--- src/rtl/fetch_stage.sv ---
// Instruction-fetch stage with the IF/ID pipeline register.
// Owns the PC, issues imem reads, and parks on the HALT word until redirected or reset.
module fetch_stage #(
    parameter logic [31:0] PC_INIT   = 32'h0000_0000,
    parameter logic [31:0] HALT_WORD = 32'hFFFF_FFFF
) (
    input  logic        CLK,
    input  logic        RST,
    output logic        imemREN,
    output logic [31:0] imemaddr,
    input  logic [31:0] imemload,
    input  logic        ihit,
    input  logic        stall,
    input  logic        flush_if,
    input  logic        redirect,
    input  logic [31:0] redirect_pc,
    output logic [31:0] instr_id,
    output logic [31:0] pc4_id,
    output logic        valid_id,
    output logic        halted,
    output logic [31:0] fetch_cnt,
    output logic [31:0] bubble_cnt
);

    typedef enum logic {
        S_FETCH = 1'b0,
        S_HALT  = 1'b1
    } state_t;

    state_t      r_state;
    logic [31:0] r_pc;
    logic [31:0] r_instr_id;
    logic [31:0] r_pc4_id;
    logic        r_valid_id;
    logic [31:0] r_fetch_cnt;
    logic [31:0] r_bubble_cnt;

    logic [31:0] w_pc4;
    logic [31:0] w_redirect_aligned;
    logic        w_is_halt;

    // pc[1:0] is kept zero, so pc+4 stays aligned and wraps modulo 2^32.
    assign w_pc4              = r_pc + 32'd4;
    assign w_redirect_aligned = {redirect_pc[31:2], 2'b00};
    assign w_is_halt          = (imemload == HALT_WORD);

    assign imemREN    = (r_state == S_FETCH) && !RST;
    assign imemaddr   = r_pc;
    assign instr_id   = r_instr_id;
    assign pc4_id     = r_pc4_id;
    assign valid_id   = r_valid_id;
    assign halted     = (r_state == S_HALT);
    assign fetch_cnt  = r_fetch_cnt;
    assign bubble_cnt = r_bubble_cnt;

    // NOTE: state uses non-blocking assignments so every register samples pre-edge values.
    always_ff @(posedge CLK) begin
        if (RST) begin
            r_state      <= S_FETCH;
            r_pc         <= {PC_INIT[31:2], 2'b00};
            r_instr_id   <= '0;
            r_pc4_id     <= '0;
            r_valid_id   <= 1'b0;
            r_fetch_cnt  <= '0;
            r_bubble_cnt <= '0;
        end else if (redirect) begin
            // Redirect also squashes a speculatively fetched halt.
            r_pc         <= w_redirect_aligned;
            r_state      <= S_FETCH;
            r_valid_id   <= 1'b0;
            r_instr_id   <= '0;
            r_bubble_cnt <= r_bubble_cnt + 32'd1;
        end else if (flush_if) begin
            r_valid_id   <= 1'b0;
            r_instr_id   <= '0;
            r_bubble_cnt <= r_bubble_cnt + 32'd1;
        end else if (stall) begin
            // Everything holds; a word returned now is dropped and refetched.
            r_pc <= r_pc;
        end else if (r_state == S_FETCH && ihit) begin
            r_instr_id  <= imemload;
            r_pc4_id    <= w_pc4;
            r_valid_id  <= 1'b1;
            r_fetch_cnt <= r_fetch_cnt + 32'd1;
            if (w_is_halt) begin
                r_state <= S_HALT;
            end else begin
                r_pc <= w_pc4;
            end
        end else begin
            // FETCH waiting on memory, or parked in HALT: insert a bubble.
            r_valid_id   <= 1'b0;
            r_instr_id   <= '0;
            r_bubble_cnt <= r_bubble_cnt + 32'd1;
        end
    end

endmodule

--- config.mk ---
export PLATFORM = sky130hd
export DESIGN_NAME = fetch_stage
export DESIGN_NICKNAME = d
export VERILOG_FILES = /design/src/rtl/fetch_stage.sv
export SDC_FILE = /design/constraint.sdc
export NUM_CORES = 1
export LEC_CHECK = 0
export ABC_AREA = 1
export CELL_PAD_IN_SITES_DETAIL_PLACEMENT = 0
export CELL_PAD_IN_SITES_GLOBAL_PLACEMENT = 1
export CORE_MARGIN = 3
export CORE_UTILIZATION = 25
export CTS_BUF_LIST = sky130_fd_sc_hd__clkbuf_4 sky130_fd_sc_hd__clkbuf_8 sky130_fd_sc_hd__clkbuf_16
export DETAILED_ROUTE_END_ITERATION = 8
export HOLD_SLACK_MARGIN = 0.12
export PLACE_DENSITY_LB_ADDON = 0.05
export SETUP_SLACK_MARGIN = 0.02
export SLEW_MARGIN = 20
export SYNTH_ARGS = -nofsm -noshare
export SYNTH_HDL_FRONTEND = slang
export SYNTH_SLANG_ARGS = --single-unit
--- constraint.sdc ---
create_clock -name CLK -period 2.3 [get_ports CLK]
set_input_delay 0.345 -clock CLK [delete_from_list [all_inputs] [get_ports CLK]]
set_output_delay 0.345 -clock CLK [all_outputs]
set_load 0.1 [all_outputs]
[Word-level counts from Yosys, hierarchy flattened]
Index checks and enable logic that the tools add are counted.
Widths: inputs -> output; s select.
Operators by class
  add/sub/neg operators: 3
  multiply operators: 0
  divide/modulo/power cells: 0
  magnitude comparators: 0
  equal/unequal tests: 6
  shifts and indexed selects: 0
  mux-type cells: 11
  bitwise gates (word level): 5
  reduce and logical (&&, ||, !) cells: 11
Operator list (number)
  $mux 32: 10
  $add 32x1->32 const B: 2
  $add 32x3->32 const B: 1
  $eq 32x32->1 const B: 1
  $reduce_and 4->1: 4
  $not 1->1: 5
  $ne 2x1->1 const B: 2
  $ne 3x1->1 const B: 1
  $ne 3x3->1 const B: 1
  $reduce_or 3->1: 1
  $logic_and 1x1->1: 2
  $ne 2x2->1 const B: 1
  $reduce_and 2->1: 1
  $reduce_bool 2->1: 1
  $reduce_or 2->1: 1
  $logic_not 1->1: 1
  $mux 1: 1
Storage, ports and cells
  bits in registers: 162
  bits in latches: 0
  memory bits (writable): 0
  memory bits (read-only): 0
  bits of input ports: 70
  output and inout bits: 163
  word-level logic and storage cells: 44
  memories: 0

[Depth between registers and ports, before layout]
Gate-level depths: netlist of the first run.
  depth in word-level cells: 6
  gate-level depth with buffers: 12
  gate-level depth less buffers: 12

[Worst setup path before layout of the first run]
Ideal clock, no wire load.
  kind: input-to-output
  start: input port RST
  end: output port imemREN
  arrival: 2.164 ns
  data required time: 1.955 ns
  path slack: -0.209 ns
  stages: 4
  path buffers: 3
  path through: clkbuf_1 > clkbuf_1 > clkbuf_1 > nor2_1
Between the ends
  cells in the longest elaborated chain, start to end: 2
Ends and longest elaborated chain
  start: declaration: line 8  | input logic RST,
  $logic_not 1->1: line 47  | assign imemREN = (r_state == S_FETCH) && !RST;
  $logic_and 1x1->1: line 47
  end: declaration: line 9  | output logic imemREN,
Every way passes these cells.

[Worst setup path after layout of the first run]
  start: register r_pc[2], in the netlist imemaddr[2]
  end: register r_pc[16], in the netlist imemaddr[16]
Between the ends
  cells in the longest elaborated chain, start to end: 6
Ends and longest elaborated chain
  start: declaration: line 31  | logic [31:0] r_pc;
  start signal: assignment: line 60  | r_pc <= {PC_INIT[31:2], 2'b00};
  start signal: assignment: line 68  | r_pc <= w_redirect_aligned;
  start signal: assignment: line 79  | r_pc <= r_pc;
  $add 32x3->32: line 43  | assign w_pc4 = r_pc + 32'd4;
  $mux 32: line 85  | if (w_is_halt) begin
  $mux 32: line 80  | end else if (r_state == S_FETCH && ihit) begin
  $mux 32: line 77  | end else if (stall) begin
  $mux 32: line 73  | end else if (flush_if) begin
  $mux 32: line 66  | end else if (redirect) begin
Every way passes these cells. The select of a mux whose other input is x is not followed.
A chain may end at the register's enable or synchronous reset.

==> results of run 1 <==
[per-layer routing]
layer | track usage | part of all wire
met4 | 0.0410 | 0.0092
met1 | 0.216 | 0.46
met2 | 0.288 | 0.48
met5 | 0 | 0
met3 | 0.0419 | 0.049
[report_power, final]
part	total (mW)	leakage, nW	switching, mW	internal [mW]
clock network	3.15	0.317	1.23	1.93
registers	2.88	1.28	0.0773	2.80
logic	1.06	3.02	0.768	0.294
[logic make-up (layout without fill, tap and decap cells)]
family	count (synthesis)	count (layout)	synth area share
buffers and inverters	171	400	0.0842
other	1	4	0.000454
adders and majority gates	3	3	0.00454
AOI/OAI and AO/OA	159	159	0.105
xor gates and xnor gates	17	17	0.0180
and+or+nand+nor	764	764	0.405
DFF	158	158	0.383
[cells in the mapped netlist, types with 3 or more instances]
master    number
a21oi_1       87
inv_1        113
nor4_1         3
buf_2         10
dfxtp_1      158
buf_4          7
nor3_1        26
nand3_1       83
o21ai_0       41
o21bai_1       3
nor2_4        11
xor2_1         8
ha_1           3
a211oi_1       4
nor2_2        11
o211ai_1      16
nand2_1      390
xnor2_1        9
nand2_4        3
buf_1          7
nand3_2        3
inv_2          9
clkbuf_1      23
nand2_2       12
nor2_1       192
nor3_2         4
nand4_1       10
nand3b_1       8
[critical path, cell delays in order, from the launching register on]
cell	delay (ns)
dfxtp_2	0.41
ha_1	0.23
nand3_1	0.14
nor2_1	0.33
nand3_1	0.18
nand2_1	0.09
nand2_1	0.07
nand2_1	0.09
nand2_1	0.05
nand2_1	0.05
a21oi_1	0.06
[registers in the layout, summed over array words and instances, names as in the netlist]
name        cells
pc4_id         30
bubble_cnt     32
instr_id       32
imemaddr       30
halted          1
valid_id        1
fetch_cnt      32
[worst paths after layout]
check,from,endpoint,slack [ns],cells after the start
setup / recovery,imemaddr[2],imemaddr[16],0.46,10
setup reg to reg,imemaddr[2],imemaddr[16],0.46,10
hold reg to reg,instr_id[7],instr_id[7],0.46,2
hold / removal,RST,pc4_id[20],0.39,4
[layout make-up]
| class | instances | area [sq um] | area share |
|---|---|---|---|
| clock buffer | 22 | 482 | 0.0426 |
| clock inverter | 10 | 160 | 0.0141 |
| inverter | 122 | 458 | 0.0405 |
| multi-input combinational | 947 | 4420 | 0.391 |
| sequential | 158 | 3170 | 0.280 |
| tap | 435 | 544 | 0.0481 |
| timing repair buffer | 246 | 2080 | 0.184 |
[metrics by stage]
step	total power [mW]	instances	setup slack, ns	hold WS [ns]	util
after detailed placement	4.01	1908	0.105	0.450	0.333
after floorplan	3.65	1276	0.0952	0.488	-
after global routing	7.40	1940	0.250	0.444	0.353
after global placement	4.02	1908	0.121	0.448	0.333
final	7.09	1940	0.465	0.385	0.353
after CTS	7.23	1940	0.434	0.391	0.353
==> results_dict.tcl, run 1 <==
set metrics [dict create \
    first_iter_violations 332 \
    maxSlewViolCount 0 \
    first_pass_iters 5 \
    clock_latency_ns 0.44 \
    cts_tree "done" \
    die_width_microns 188 \
    port_buffers 226 \
    final_common_cell "nand2_1" \
    floorplan.initialDensity 0.258 \
    clock_skew_ns 0.00683 \
    synthCells 1273 \
    numClockSinks 158 \
    coreArea_sq_um 32000 \
    cts.path.max_buffers 2 \
    yosysWarnings 0 \
    vias_per_cell 4.41 \
    nNetsFinal 1565 \
    dieArea_sq_um 35300 \
    cts_htree_levels 4 \
    cp_max_fo 6 \
    synth_edf_count 0 \
    vdd_ir_drop_max_v 0.000510 \
    synthArstFlopShare 0 \
    diodes 0 \
    antenna_found_initial 0 \
    num_vias 8551 \
    gr-total-overflow 0 \
    syn2layout_area_growth_pct 37.0 \
    setup_violations 0 \
    synth_top_area_frac 0.383 \
    power_density_nw_per_um2 626 \
    hp-class "in -> reg" \
    clk_pin_slew_ns 0.06 \
    final_cell_area_sq_um 11300 \
    fmax_mhz 545 \
    drive_gt1_frac 0.185 \
    fin_crit_sh 0.798 \
    drc_errors 0 \
    place_congestion 0.776 \
    yosysTopAreaCell "dfxtp_1" \
    dp_hpwl_microns 22300 \
    fin_crit_ns 1.84 \
    final.setup.tns_ns 0 \
    cts_root_buf "clkbuf_16" \
    grt_pass1_vias 8399 \
    grt_max_degree 70 \
    fillers 3597 \
    ys_seq_area_frac 0.383 \
    hold_buffers 0 \
    io_pins 233 \
    fp-row-count 65 \
    synth_cell_types 41 \
    cp.required_ns 2.61 \
    cts_buffers 17 \
    wl_per_cell_microns 15.4 \
    post_cts_buffers 0 \
    worstPathArrival_ns 2.15 \
    finalWirelength_microns 29800 \
    grt_usage 0.170 \
    ant_nets 0 \
    layout_common_cells "nand2_1 (390), nor2_1 (191), buf_4 (173), dfxtp_1 (152), inv_1 (112)" \
    synth_area_per_cell_sq_um 6.49 \
    cts.repair.resized 0 \
    finalHoldViolations 0 \
    chipHeight_microns 188 \
    cap_violations 0 \
    postPlaceCellArea_sq_um 10700 \
    cp-start-kind "flip-flop" \
    grt_pass1_wl_microns 47400 \
    syn_area_sq_um 8270 \
    rsz0062_at_grt "no" \
    end_kind "flip-flop" \
    ys_ff_latch 158 \
    synth.area.top_cells "dfxtp_1 (38%), nand2_1 (18%), nor2_1 (8.7%)" \
    ys.flop_type "dfxtp_1" \
    power.leakage_nw 4.62 \
    critPathKind "reg -> reg" \
    outcome "finished, final reports clean" \
]
(Power assumes the default switching activity.)
==> run 2, diff against run 1 <==
==> constraint.sdc (replaced) <==
create_clock -name CLK -period 1.88 [get_ports CLK]
set_input_delay 0.282 -clock CLK [delete_from_list [all_inputs] [get_ports CLK]]
set_output_delay 0.282 -clock CLK [all_outputs]
set_load 0.1 [all_outputs]
==> run 2 against run 1 <==
Against the previous run: non-clock buffer count grew 44; register-to-register slack lost 0.31 ns; largest cell class unchanged; critical path type unchanged; final area grew 5.1%; worst setup slack lost 0.31 ns; critical path depth is the same; die area is the same; sequential power grew 22%; global-route usage grew 0.35 points; clock power grew 15%; combinational power grew 28%.
==> results_dict.tcl, run 2 (synthesized netlist as in run 1, its figures left out) <==
set metrics [dict create \
    outcome "finished, final reports clean" \
    maxSlewViolCount 0 \
    first_iter_violations 363 \
    dieArea_sq_um 35300 \
    grt_max_degree 45 \
    hold_depth 3 \
    cp.buffers_inverters 0 \
    die_width_microns 188 \
    slowest_stage "dfxtp_4" \
    grt_usage 0.173 \
    first_pass_iters 4 \
    antenna_found_initial 0 \
    cts_tree "done" \
    cap_violations 0 \
    r2r_cells 10 \
    critPathKind "reg -> reg" \
    drc_errors 0 \
    cp.required_ns 2.17 \
    ant_nets 0 \
    regArea_sq_um 3290 \
    vdd_ir_drop_max_v 0.000624 \
    crit_chain "ha_2 -> nand2_1 -> nor2_4 -> nand2_4 -> nor2_2 -> nand2_1 -> nand2_1 -> o21ai_0 -> nand2_1 -> a21oi_1" \
    rrSetupSlack_ns 0.15 \
    fillers 3566 \
    cts_buffers 17 \
    num_vias 8731 \
    rsz0062_at_grt "yes" \
    cts_root_buf "clkbuf_16" \
    fmax_mhz 580 \
    hold_buffers 0 \
    cp_top_family "simple AND/OR/NAND/NOR gates" \
    chipHeight_microns 188 \
    dp_hpwl_microns 23300 \
    setup_violations 0 \
    coreArea_sq_um 32000 \
    slowest_delay_ns 0.39 \
    finalWirelength_microns 30500 \
    cts_htree_levels 4 \
    drive_gt1_frac 0.265 \
    cts.repair.resized 0 \
    cp-start-kind "flip-flop" \
    nNetsFinal 1609 \
    hp-class "in -> reg" \
    diodes 0 \
    r2r_end "imemaddr[12]" \
    layout_common_cells "nand2_1 (390), buf_4 (207), nor2_1 (186), inv_1 (112), a21oi_1 (87)" \
    fp-row-count 65 \
    vias_per_cell 4.40 \
    clock_latency_ns 0.44 \
    grt_pass1_wl_microns 48500 \
    min_to "imemaddr[3]" \
    place_congestion 0.783 \
    power_density_nw_per_um2 716 \
    gr-total-overflow 0 \
    port_buffers 226 \
    io_pins 233 \
    hp-start "RST" \
    cpMostUsedCell "nand2_1" \
    r2r-start "imemaddr[3]" \
    power.leakage_nw 4.91 \
    holdWs_ns 0.284 \
    fin_crit_sh 0.918 \
    floorplan.initialDensity 0.258 \
    clk_pin_slew_ns 0.06 \
    end_kind "flip-flop" \
    grt_pass1_vias 8600 \
    numClockSinks 158 \
    post_cts_buffers 0 \
    total_power_mw 8.51 \
    final_common_cell "nand2_1" \
    syn2layout_area_growth_pct 43.9 \
    multi_input_area_sq_um 4460 \
    cts.path.max_buffers 2 \
    final.setup.tns_ns 0 \
    clock_skew_ns 0.00751 \
    worst_pin_slew_ns 0.598 \
    wl_per_cell_microns 15.4 \
    finalHoldViolations 0 \
    cp_max_fo 5 \
    fin_crit_ns 1.73 \
    worstPathArrival_ns 2.02 \
    slew_headroom 0.601 \
]
[run 2: worst max path at each step]
stage / to / cells past startpoint / start / slack, ns
6_report: imemaddr[12] / 10 / imemaddr[3] / 0.15
5_1_grt: imemaddr[22] / 11 / imemaddr[3] / 0.01
4_1_cts: imemaddr[12] / 10 / imemaddr[3] / 0.07
3_5_place_dp: imemaddr[17] / 8 / redirect / -0.25
3_3_place_gp: imemaddr[7] / 11 / imemload[12] / -0.21
2_1_floorplan: imemREN / 4 / RST / -0.04
[run 2: worst register-to-register path: stages, from the launching register on]
cell and delay (ns):
dfxtp_4 0.39, ha_2 0.22, nand2_1 0.09, nor2_4 0.15, nand2_4 0.11, nor2_2 0.18, nand2_1 0.07, nand2_1 0.13
o21ai_0 0.11, nand2_1 0.09, a21oi_1 0.05
[run 2: final cells by class]
cell class,count,share of cell area
clock buffer,22,0.0420
inverter,122,0.0385
sequential,158,0.276
clock inverter,10,0.00915
tap,435,0.0458
multi-input combinational,947,0.375
timing repair buffer,290,0.214
[run 2: power breakdown]
part | internal [mW] | switching [mW]
registers | 3.42 | 0.100
clock network | 2.15 | 1.48
logic | 0.407 | 0.952
total | 5.98 | 2.54
[run 2: routing by layer]
metal  GRT usage  wire, microns  vias to the layer above
li1            -              -                     4575
met1       0.224          14400                     4004
met2       0.294          14600                      135
met3      0.0381           1260                       17
met4      0.0416            293                        0
met5           0              0                        -
[run 2: stage by stage]
stage           util  worst slack [ns]  cells  area (sq um)
5_1_grt        0.371            0.0124   1984         11900
4_1_cts        0.370            0.0722   1984         11900
3_3_place_gp   0.351            -0.215   1952         11200
2_1_floorplan      -           -0.0439   1276          8400
6_report       0.371             0.155   1984         11900
3_5_place_dp   0.351            -0.249   1952         11200
==> run 3, diff against run 2 <==
==> constraint.sdc (replaced) <==
create_clock -name CLK -period 2.25 [get_ports CLK]
set_input_delay 0.3375 -clock CLK [delete_from_list [all_inputs] [get_ports CLK]]
set_output_delay 0.3375 -clock CLK [all_outputs]
set_load 0.1 [all_outputs]
==> run 3 against run 2 <==
Against the previous run: sequential share of layout area up 0.19 points; wire length decreased by 1.5%; critical path depth down 1; hold slack better by 0.042 ns; non-clock buffer count down 39; utilization is 1.6 points lower; global-route usage is 0.24 points lower; final cell count shrank 2.0%; sequential cell count unchanged.
==> results_dict.tcl, run 3 (synthesized netlist as in run 1, its figures left out) <==
set metrics [dict create \
    maxSlewViolCount 0 \
    drive_gt1_frac 0.188 \
    chipHeight_microns 188 \
    fin_crit_ns 1.89 \
    power_density_nw_per_um2 657 \
    layout_common_cells "nand2_1 (390), nor2_1 (191), buf_4 (179), dfxtp_1 (152), inv_1 (112)" \
    cp.required_ns 2.58 \
    numClockSinks 158 \
    syn2layout_area_growth_pct 37.8 \
    critPathKind "reg -> reg" \
    wl_met3_microns 1350 \
    rrSetupSlack_ns 0.36 \
    nNetsFinal 1570 \
    grt_pass1_vias 8346 \
    slowest_stage "dfxtp_2" \
    cts_root_buf "clkbuf_16" \
    clk_pin_slew_ns 0.07 \
    wl_per_cell_microns 15.4 \
    final.setup.tns_ns 0 \
    die_width_microns 188 \
    floorplan.initialDensity 0.258 \
    ant_nets 0 \
    vias_per_cell 4.35 \
    finalWirelength_microns 30000 \
    wl_met1_microns 14200 \
    cp_max_fo 5 \
    worst_pin_slew_ns 0.576 \
    grt_usage 0.171 \
    hp-class "in -> reg" \
    cpMostUsedCell "nand2_1" \
    critical_path_depth 9 \
    cts.repair.resized 0 \
    cts_tree "done" \
    crit_chain "ha_1 -> nand2_1 -> nor2_2 -> nand2_2 -> nor2_4 -> xnor2_1 -> nand2_1 -> o211ai_1 -> inv_1" \
    first_pass_iters 4 \
    num_vias 8466 \
    dp_hpwl_microns 22700 \
    setup_violations 0 \
    port_buffers 226 \
    grt_max_degree 44 \
    wl_met2_microns 14200 \
    fin_crit_sh 0.841 \
    rsz0062_at_grt "no" \
    antenna_found_initial 0 \
    end_kind "flip-flop" \
    diodes 0 \
    worstPathArrival_ns 2.22 \
    outcome "finished, final reports clean" \
    first_iter_violations 381 \
    cp-start-kind "flip-flop" \
    final_common_cell "nand2_1" \
    cts.path.max_buffers 2 \
    finalHoldViolations 0 \
    cts_htree_levels 4 \
    r2r_cells 9 \
    cp.buffers_inverters 1 \
    fp-row-count 65 \
    gr-total-overflow 0 \
    power.leakage_nw 4.66 \
    drc_errors 0 \
    hold_depth 4 \
    io_pins 233 \
    place_congestion 0.760 \
    clock_latency_ns 0.44 \
    clock_skew_ns 0.0112 \
    coreArea_sq_um 32000 \
    finish.utilization 0.355 \
    vdd_ir_drop_max_v 0.000519 \
    dieArea_sq_um 35300 \
    cts_buffers 17 \
    grt_pass1_wl_microns 47600 \
    slew_headroom 0.616 \
    hold_buffers 0 \
    post_cts_buffers 0 \
    slowest_delay_ns 0.40 \
    maxUsedRoutingLayer "met4" \
    cap_violations 0 \
    fmax_mhz 528 \
    cp_top_family "simple AND/OR/NAND/NOR gates" \
]
run 3: changes by cell type in the layout (fill, tap and decap cells not counted), sizes merged:
cell and change:
bufinv +4, clkinvlp -1, inv +1, buf -39
clkinv -4
run 3: cell type report:
cell class	count	area, sq um
Timing Repair Buffer	251	2110
Inverter	122	458
Clock buffer	22	482
Fill cell	3550	20700
Multi-Input combinational cell	947	4420
Tap cell	435	544
Sequential cell	158	3170
Clock inverter	10	206
run 3: stage by stage:
| stage | worst slack [ns] | area [sq um] | hold WS (ns) | total power [mW] | std cells |
|---|---|---|---|---|---|
| 6_report | 0.357 | 11400 | 0.326 | 7.48 | 1945 |
| 3_5_place_dp | 0.0439 | 10700 | 0.457 | 4.11 | 1913 |
| 2_1_floorplan | 0.0452 | 8290 | 0.480 | 3.73 | 1276 |
| 3_3_place_gp | 0.0702 | 10700 | 0.449 | 4.11 | 1913 |
| 5_1_grt | 0.135 | 11400 | 0.362 | 7.81 | 1945 |
| 4_1_cts | 0.381 | 11400 | 0.327 | 7.63 | 1945 |
run 3: where the power goes:
group | switching [mW] | internal [mW]
registers | 0.0762 | 2.86
logic | 0.792 | 0.303
clock network | 1.25 | 2.20
total | 2.12 | 5.36
run 3: final timing paths:
| kind | end | startpoint |
|---|---|---|
| max | pc4_id[18] | imemaddr[3] |
| min | pc4_id[20] | RST |
| max reg2reg | pc4_id[18] | imemaddr[3] |
| min reg2reg | instr_id[0] | instr_id[0] |
run 3: metal layers:
| metal | vias up | GRT usage |
|---|---|---|
| met5 | - | 0 |
| met1 | 3812 | 0.223 |
| met2 | 163 | 0.285 |
| li1 | 4480 | - |
| met3 | 11 | 0.0437 |
| met4 | 0 | 0.0364 |
run 3: worst min-delay path, delay by kind of cell:
| family | cells | cell delay [ns] |
|---|---|---|
| buffers and inverters | 3 | 0.29 |
| AND/OR/NAND/NOR | 1 | 0.10 |
